==> src/rtl/multi_reg_sequencer.sv <==
// Block-transfer sequencer: walks a 16-bit register list in ascending order,
// presenting one register/address pair per Ack, then an optional base writeback.
module multi_reg_sequencer (
  input  logic        Clk,
  input  logic        Reset,
  input  logic        Start,
  input  logic [15:0] RegList,
  input  logic [31:0] BaseAddr,
  input  logic        Up,
  input  logic        Before,
  input  logic        Writeback,
  input  logic        Ack,
  output logic        Busy,
  output logic        XferValid,
  output logic [3:0]  RegNum,
  output logic [31:0] Addr,
  output logic [4:0]  Remaining,
  output logic        WbValid,
  output logic [31:0] WbAddr,
  output logic        Done
);

  localparam logic [1:0] IDLE = 2'd0;
  localparam logic [1:0] XFER = 2'd1;
  localparam logic [1:0] WB   = 2'd2;
  localparam logic [1:0] DONE = 2'd3;

  logic [1:0]  state;
  logic [15:0] pending;
  logic [31:0] base;
  logic        upQ;
  logic        wbQ;
  logic [4:0]  count;

  logic [4:0]  startCount;
  logic [31:0] startFour;
  logic [31:0] startAddr;
  logic [31:0] countFour;
  logic [31:0] wbNext;
  logic [3:0]  lowIdx;

  always_comb begin
    startCount = '0;
    for (int unsigned k = 0; k < 16; k++) begin
      startCount = startCount + {4'b0000, RegList[k]};
    end
  end

  // 4n is at most 64, so the 7-bit product zero-extends cleanly to 32 bits
  assign startFour = {25'b0, startCount, 2'b00};
  assign countFour = {25'b0, count, 2'b00};

  always_comb begin
    case ({Before, Up})
      2'b01:   startAddr = BaseAddr;
      2'b11:   startAddr = BaseAddr + 32'd4;
      2'b00:   startAddr = BaseAddr - startFour + 32'd4;
      default: startAddr = BaseAddr - startFour;
    endcase
  end

  assign wbNext = upQ ? (base + countFour) : (base - countFour);

  // Scanning from the top down leaves the lowest set index as the final value
  always_comb begin
    lowIdx = '0;
    for (int unsigned k = 0; k < 16; k++) begin
      if (pending[15 - k]) lowIdx = 4'(15 - k);
    end
  end

  always_ff @(posedge Clk) begin
    if (Reset) begin
      state     <= IDLE;
      pending   <= '0;
      base      <= '0;
      upQ       <= 1'b0;
      wbQ       <= 1'b0;
      count     <= '0;
      Addr      <= '0;
      Remaining <= '0;
      WbAddr    <= '0;
    end else begin
      case (state)
        IDLE: begin
          if (Start) begin
            pending   <= RegList;
            base      <= BaseAddr;
            upQ       <= Up;
            wbQ       <= Writeback;
            count     <= startCount;
            Remaining <= startCount;
            Addr      <= startAddr;
            state     <= (startCount == 5'd0) ? DONE : XFER;
          end
        end
        XFER: begin
          if (Ack) begin
            pending   <= pending & ~(16'd1 << lowIdx);
            Addr      <= Addr + 32'd4;
            Remaining <= Remaining - 5'd1;
            if (Remaining == 5'd1) begin
              // Writeback value is registered on entry so it is valid during WB
              if (wbQ) begin
                WbAddr <= wbNext;
                state  <= WB;
              end else begin
                state  <= DONE;
              end
            end
          end
        end
        WB:      state <= DONE;
        default: state <= IDLE;
      endcase
    end
  end

  assign Busy      = (state != IDLE);
  assign XferValid = (state == XFER);
  assign WbValid   = (state == WB);
  assign Done      = (state == DONE);
  assign RegNum    = XferValid ? lowIdx : '0;

endmodule

==> config.mk <==
export PLATFORM = sky130hd
export DESIGN_NAME = multi_reg_sequencer
export DESIGN_NICKNAME = d
export VERILOG_FILES = /design/src/rtl/multi_reg_sequencer.sv
export SDC_FILE = /design/constraint.sdc
export NUM_CORES = 1
export LEC_CHECK = 0
export CAP_MARGIN = 10
export CORE_ASPECT_RATIO = 1.25
export CORE_MARGIN = 1.5
export CORE_UTILIZATION = 38
export DETAILED_ROUTE_END_ITERATION = 8
export PLACE_DENSITY = 0.66
export RECOVER_POWER = 25
export SYNTH_ARGS = -nofsm -noshare
export SYNTH_HDL_FRONTEND = slang
export SYNTH_SLANG_ARGS = --single-unit
==> constraint.sdc <==
create_clock -name Clk -period 8.1 [get_ports Clk]
set_clock_uncertainty 0.2 [all_clocks]
set_input_delay 1.215 -clock Clk [delete_from_list [all_inputs] [get_ports Clk]]
set_output_delay 1.215 -clock Clk [all_outputs]
set_load 0.05 [all_outputs]
### Word-level counts from Yosys, hierarchy flattened

Index checks and enable logic that the tools add are counted.
Widths: inputs -> output; s select.

* memory bits (writable): 0
* output and inout bits: 77
* register bits: 126
* memories kept: 0
* bits in latches: 0
* logic and storage cells: 86
* bits in read-only memories: 0
* input bits: 55

* add/sub/neg operators: 22
* eq/ne operators: 9
* divide/modulo/power cells: 0
* mux-type cells: 34
* bitwise gates (word level): 2
* multipliers: 0
* reductions and logical operators: 9
* magnitude comparators: 0
* shift operators: 1

Operator list (number)
* $add 32x3->32 const B: 3
* $mux 32: 3
* $pmux 32 s3: 1
* $mux 4: 17
* $pmux 32 s2: 1
* $sub 32x7->32: 2
* $add 5x1->5: 11
* $add 32x7->32: 1
* $mux 16: 2
* $pmux 16 s2: 1
* $and 16x16->16: 1
* $not 16->16: 1
* $shl 1x4->16 const A: 1
* $mux 5: 2
* $pmux 5 s2: 1
* $mux 2: 4
* $eq 2x2->1 const B: 3
* $pmux 2 s3: 1
* $reduce_and 3->1: 2
* $add 4x1->5: 1
* $eq 5x1->1 const B: 1
* $logic_not 5->1: 1
* $sub 5x1->5 const B: 1
* $add 3x1->4: 1
* other kinds (10): 14

### Depth between registers and ports, before layout

* word-level depth: 21
* mapped depth: 25
* depth with buffers taken out: 22

### Least setup slack after synthesis

OpenSTA, ideal clock, no wires.

* kind: input to register
* start point: in RegList[0]
* end point: reg Addr[16]
* path buffers: 3
* setup slack: 0.706 ns
* cell stages on the path: 23
* arrival: 7.106 ns
* cells stage by stage: inv_1 > fa_1 > fa_1 > fa_1 > fa_1 > inv_1 > ha_1 > a21o_1 > a21oi_1 > xor2_1 > ha_1 > buf_6 > a21o_1 > and2_4 > buf_6 > or4_4 > and2_1 > buf_6 > or4_1 > or4_4 > o221ai_2 > o221ai_2 > a311oi_2

* word-level cells in the longest chain between the ends: 20

Ends and longest elaborated chain
* start, declared: line 7 `input logic [15:0] RegList,`
* $add 1x1->2 (*): line 45 `startCount = startCount + {4'b0000, RegList[k]};`
* $add 2x1->3 (*): line 45
* $add 3x1->4 (*): line 45
* $add 4x1->5 (*): line 45
* $add 5x1->5 (*) (11 in a row): line 45
* $sub 32x7->32 (*): line 57, 58
* $add 32x3->32: line 57 `2'b00: startAddr = BaseAddr - startFour + 32'd4;`
* $pmux 32 s3 (*): line 54 `case ({Before, Up})`
* $mux 32 (*): line 86 `if (Start) begin`
* $pmux 32 s2 (*): line 84 `case (state)`
* end signal, assigned: line 93 `Addr <= startAddr;`
* end signal, assigned: line 100 `Addr <= Addr + 32'd4;`
* end, declared: line 16 `output logic [31:0] Addr,`

Every way passes the cells marked *; elsewhere a longest branch is shown, timed or not. The select of a mux whose other input is x is not followed.
A chain may end at the register's enable or synchronous reset.

### Final worst setup path

* start point: in RegList[0]
* end point: reg Addr[25]

Same word-level chain as after synthesis.

==> results.sh <==
export IMPL_yosys_cell_count_top_type="nand2_1"
export IMPL_synth_warnings=0
export IMPL_required_ns=8.12
export IMPL_tns_ns=0
export IMPL_synthToLayoutAreaGrowth_pct=22.68
export IMPL_synth_seq_cells=126
export IMPL_diodes=0
export IMPL_fillers=2808
export IMPL_cp_max_fo=6
export IMPL_r2r_cells=14
export IMPL_clkPwrFrac_pct=15.8
export IMPL_timing_final_crit_period_ns=7.831
export IMPL_holdWs_ns=0.2501
export IMPL_via_count=11800
export IMPL_cts_made_buffers=17
export IMPL_grt_pass1_wl_mm=58.41
export IMPL_gp_congestion=0.9633
export IMPL_power_density_mw_per_mm2=353.8
export IMPL_met2_wirelength_mm=18.25
export IMPL_final_nets=1730
export IMPL_dieArea_sq_mm=0.02903
export IMPL_clock_path_buffers=2
export IMPL_cts_root_buffer="clkbuf_16"
export IMPL_start_util_pct=38.62
export IMPL_die_y_um=190.1
export IMPL_cts_tree="yes"
export IMPL_synth_area_leaders="dfxtp_1, nand2_1, a21oi_1, ha_1, o21ai_0"
export IMPL_grt_overflow_total=0
export IMPL_die_w_um=152.7
export IMPL_seq_area_frac_synth_pct=23.70
export IMPL_worst_slew_pin_transition_ns=2.304
export IMPL_yosys_cell_types_count=88
export IMPL_grt_start_max_net_pins=89
export IMPL_synth_common_cells="nand2_1, a21oi_1, dfxtp_1"
export IMPL_synth_area_per_cell_sq_um=7.135
export IMPL_hold_viol_final=0
export IMPL_fp_row_count=68
export IMPL_yosysTopAreaCell="dfxtp_1"
export IMPL_ir_drop_v=0.0002045
export IMPL_fmax_ghz=0.1277
export IMPL_timing_final_crit_share_pct=96.68
export IMPL_drive_gt1_share_pct=8.642
export IMPL_syn_inst=1492
export IMPL_antenna_found_initial=0
export IMPL_first_pass_iters=5
export IMPL_synth_top_flop_cell="dfxtp_1"
export IMPL_synth_edf_count=0
export IMPL_critPathLaunchType="primary input"
export IMPL_first_global_vias=11050
export IMPL_hp_class="reg -> reg"
export IMPL_drv_cap=1
export IMPL_status="complete, but fails checks"
export IMPL_clock_latency_ns=0.44
export IMPL_placed_cells=1942
export IMPL_ios=132
export IMPL_syn_area_sq_mm=0.01065
export IMPL_placement_io_buffers=131
export IMPL_wl_met1_mm=15.33
export IMPL_path_class="in -> reg"
export IMPL_rsz0062_at_grt="false"
export IMPL_ant_nets=0
export IMPL_routed_wl_mm=37.34
export IMPL_worst_endpoint_arrival_ns=7.85
export IMPL_final_cells=1970
export IMPL_wl_per_cell_um=18.95
export IMPL_comb_power_share_pct=65.1
export IMPL_syn_nets=1611
export IMPL_p_sw_mw=2.328
export IMPL_highest_layer="met4"
export IMPL_finalMaxSlewViolations=48
export IMPL_drc=0
export IMPL_clk_pin_slew_ns=0.06
export IMPL_violations="capacitance limit, slew limit"
export IMPL_viasPerCell=5.990
export IMPL_leakagePower_nw=4.892
export IMPL_core_area_sq_mm=0.02757
export IMPL_async_flop_share_pct=0
export IMPL_end_kind="flip-flop"
export IMPL_min_path_cells=2
export IMPL_wl_met3_mm=2.060
export IMPL_first_iter_violations=781
export IMPL_p_int_mw=2.293
export IMPL_relSlewSlack_pct=-53.62
export IMPL_cts_sinks=126
export IMPL_swShare_pct=50.38
export IMPL_yosysTopAreaCellShare_pct=23.70
export IMPL_track_usage_pct=25.06
export IMPL_place_hpwl_mm=27.76
export IMPL_pwr_share_seq_pct=19.2
export IMPL_finalSetupViolations=0
export IMPL_htreeDepth=4
==> final timing paths <==
check,start,endpoint,slack (ns)
max,RegList[0],Addr[25]$_SDFFE_PP0P_,0.27
min,base[0]$_SDFFE_PP0P_,WbAddr[0]$_SDFFE_PP0P_,0.25
max reg2reg,count[0]$_SDFFE_PP0P_,WbAddr[28]$_SDFFE_PP0P_,3.91
min reg2reg,base[0]$_SDFFE_PP0P_,WbAddr[0]$_SDFFE_PP0P_,0.25
==> cells in the final DEF (no fill, tap or decap), drive strengths merged, types with 11 or more instances in the layout <==
master           n
or4             15
o211ai          19
inv             66
a211oi          29
o31ai           14
clkbuf          22
mux2i           11
or3             14
a22oi           11
a21o            34
ha              52
a31oi           24
nor2           109
nor3            57
xor2            24
xnor2           46
clkdlybuf4s50  130
fa              12
nor4            20
o21ai           88
nand4           23
dfxtp          126
nand2          223
buf             66
a21oi          167
and2            11
nand3           53
==> sequential cells by signal (all words and copies together) (netlist names) <==
register	flops
base	32
Addr	32
wbQ	1
upQ	1
state	2
pending	16
WbAddr	32
count	5
Remaining	5
==> metrics by stage <==
| stage | util (%) | cell area, sq um | worst slack [ns] | power (mW) |
|---|---|---|---|---|
| 3_5_place_dp | 45.38 | 12510 | -0.1247 | 3.838 |
| 2_1_floorplan | - | 10650 | 0.7055 | 2.951 |
| 4_1_cts | 47.36 | 13060 | 0.3261 | 4.587 |
| 6_report | 47.38 | 13060 | 0.2691 | 4.621 |
| 5_1_grt | 47.38 | 13060 | 0.001639 | 4.923 |
| 3_3_place_gp | 45.38 | 12510 | -0.03285 | 3.789 |
==> critical path, cell delays in order <==
cell             delay, ns
clkdlybuf4s50_1       0.48
inv_1                 0.06
fa_1                  0.56
fa_1                  0.45
fa_1                  0.55
fa_1                  0.41
inv_1                 0.07
ha_1                  0.17
inv_1                 0.06
fa_1                  0.39
xor2_1                0.41
ha_1                  0.34
buf_4                 0.16
a211o_1               0.33
a211oi_1              0.30
xnor2_1               0.19
o211ai_1              0.11
or4_1                 0.65
buf_4                 0.22
o32ai_1               0.21
nand2_1               0.07
o21ai_1               0.23
buf_4                 0.15
a21oi_1               0.05
==> power groups by stage <==
stage                     clock, mW  sequential [mW]  combinational, mW
after floorplan                   0             1.07               1.88
after global placement            0            0.892               2.90
after detailed placement          0            0.895               2.94
after CTS                     0.738            0.884               2.97
after global routing          0.764            0.904               3.26
final                         0.728            0.887               3.01
==> per-layer routing <==
| layer | GRT usage (%) | vias up |
|---|---|---|
| met3 | 3.759 | 105 |
| met5 | 0 | - |
| met2 | 43.00 | 412 |
| met4 | 13.17 | 0 |
| li1 | - | 5656 |
| met1 | 30.23 | 5627 |
==> cell type report <==
cell class	instances	area (sq um)	share of cell area, %
clock buffer	21	480.5	3.679
clock inverter	7	65.06	0.4982
inverter	67	251.5	1.926
multi-input combinational	1202	7502	57.44
sequential	126	2522	19.31
tap	350	437.9	3.353
timing repair buffer	197	1800	13.79
==> kinds of logic after synthesis <==
logic type | count (synthesis) | synth area share, %
AOI/OAI and AO/OA | 472 | 28.37
xor gates and xnor gates | 70 | 5.759
buffers and inverters | 164 | 6.135
muxes | 15 | 1.457
and+or+nand+nor | 581 | 26.21
adders and majority gates | 64 | 8.369
DFF | 126 | 23.70
==> repair_timing <==
action                                  CTS  global route
hold buffers                              0             0
setup buffers                             0             0
endpoints found under the setup margin    0             2
gates resized for setup                   0             2
Note: power is estimated with default switching activity, not from simulation.
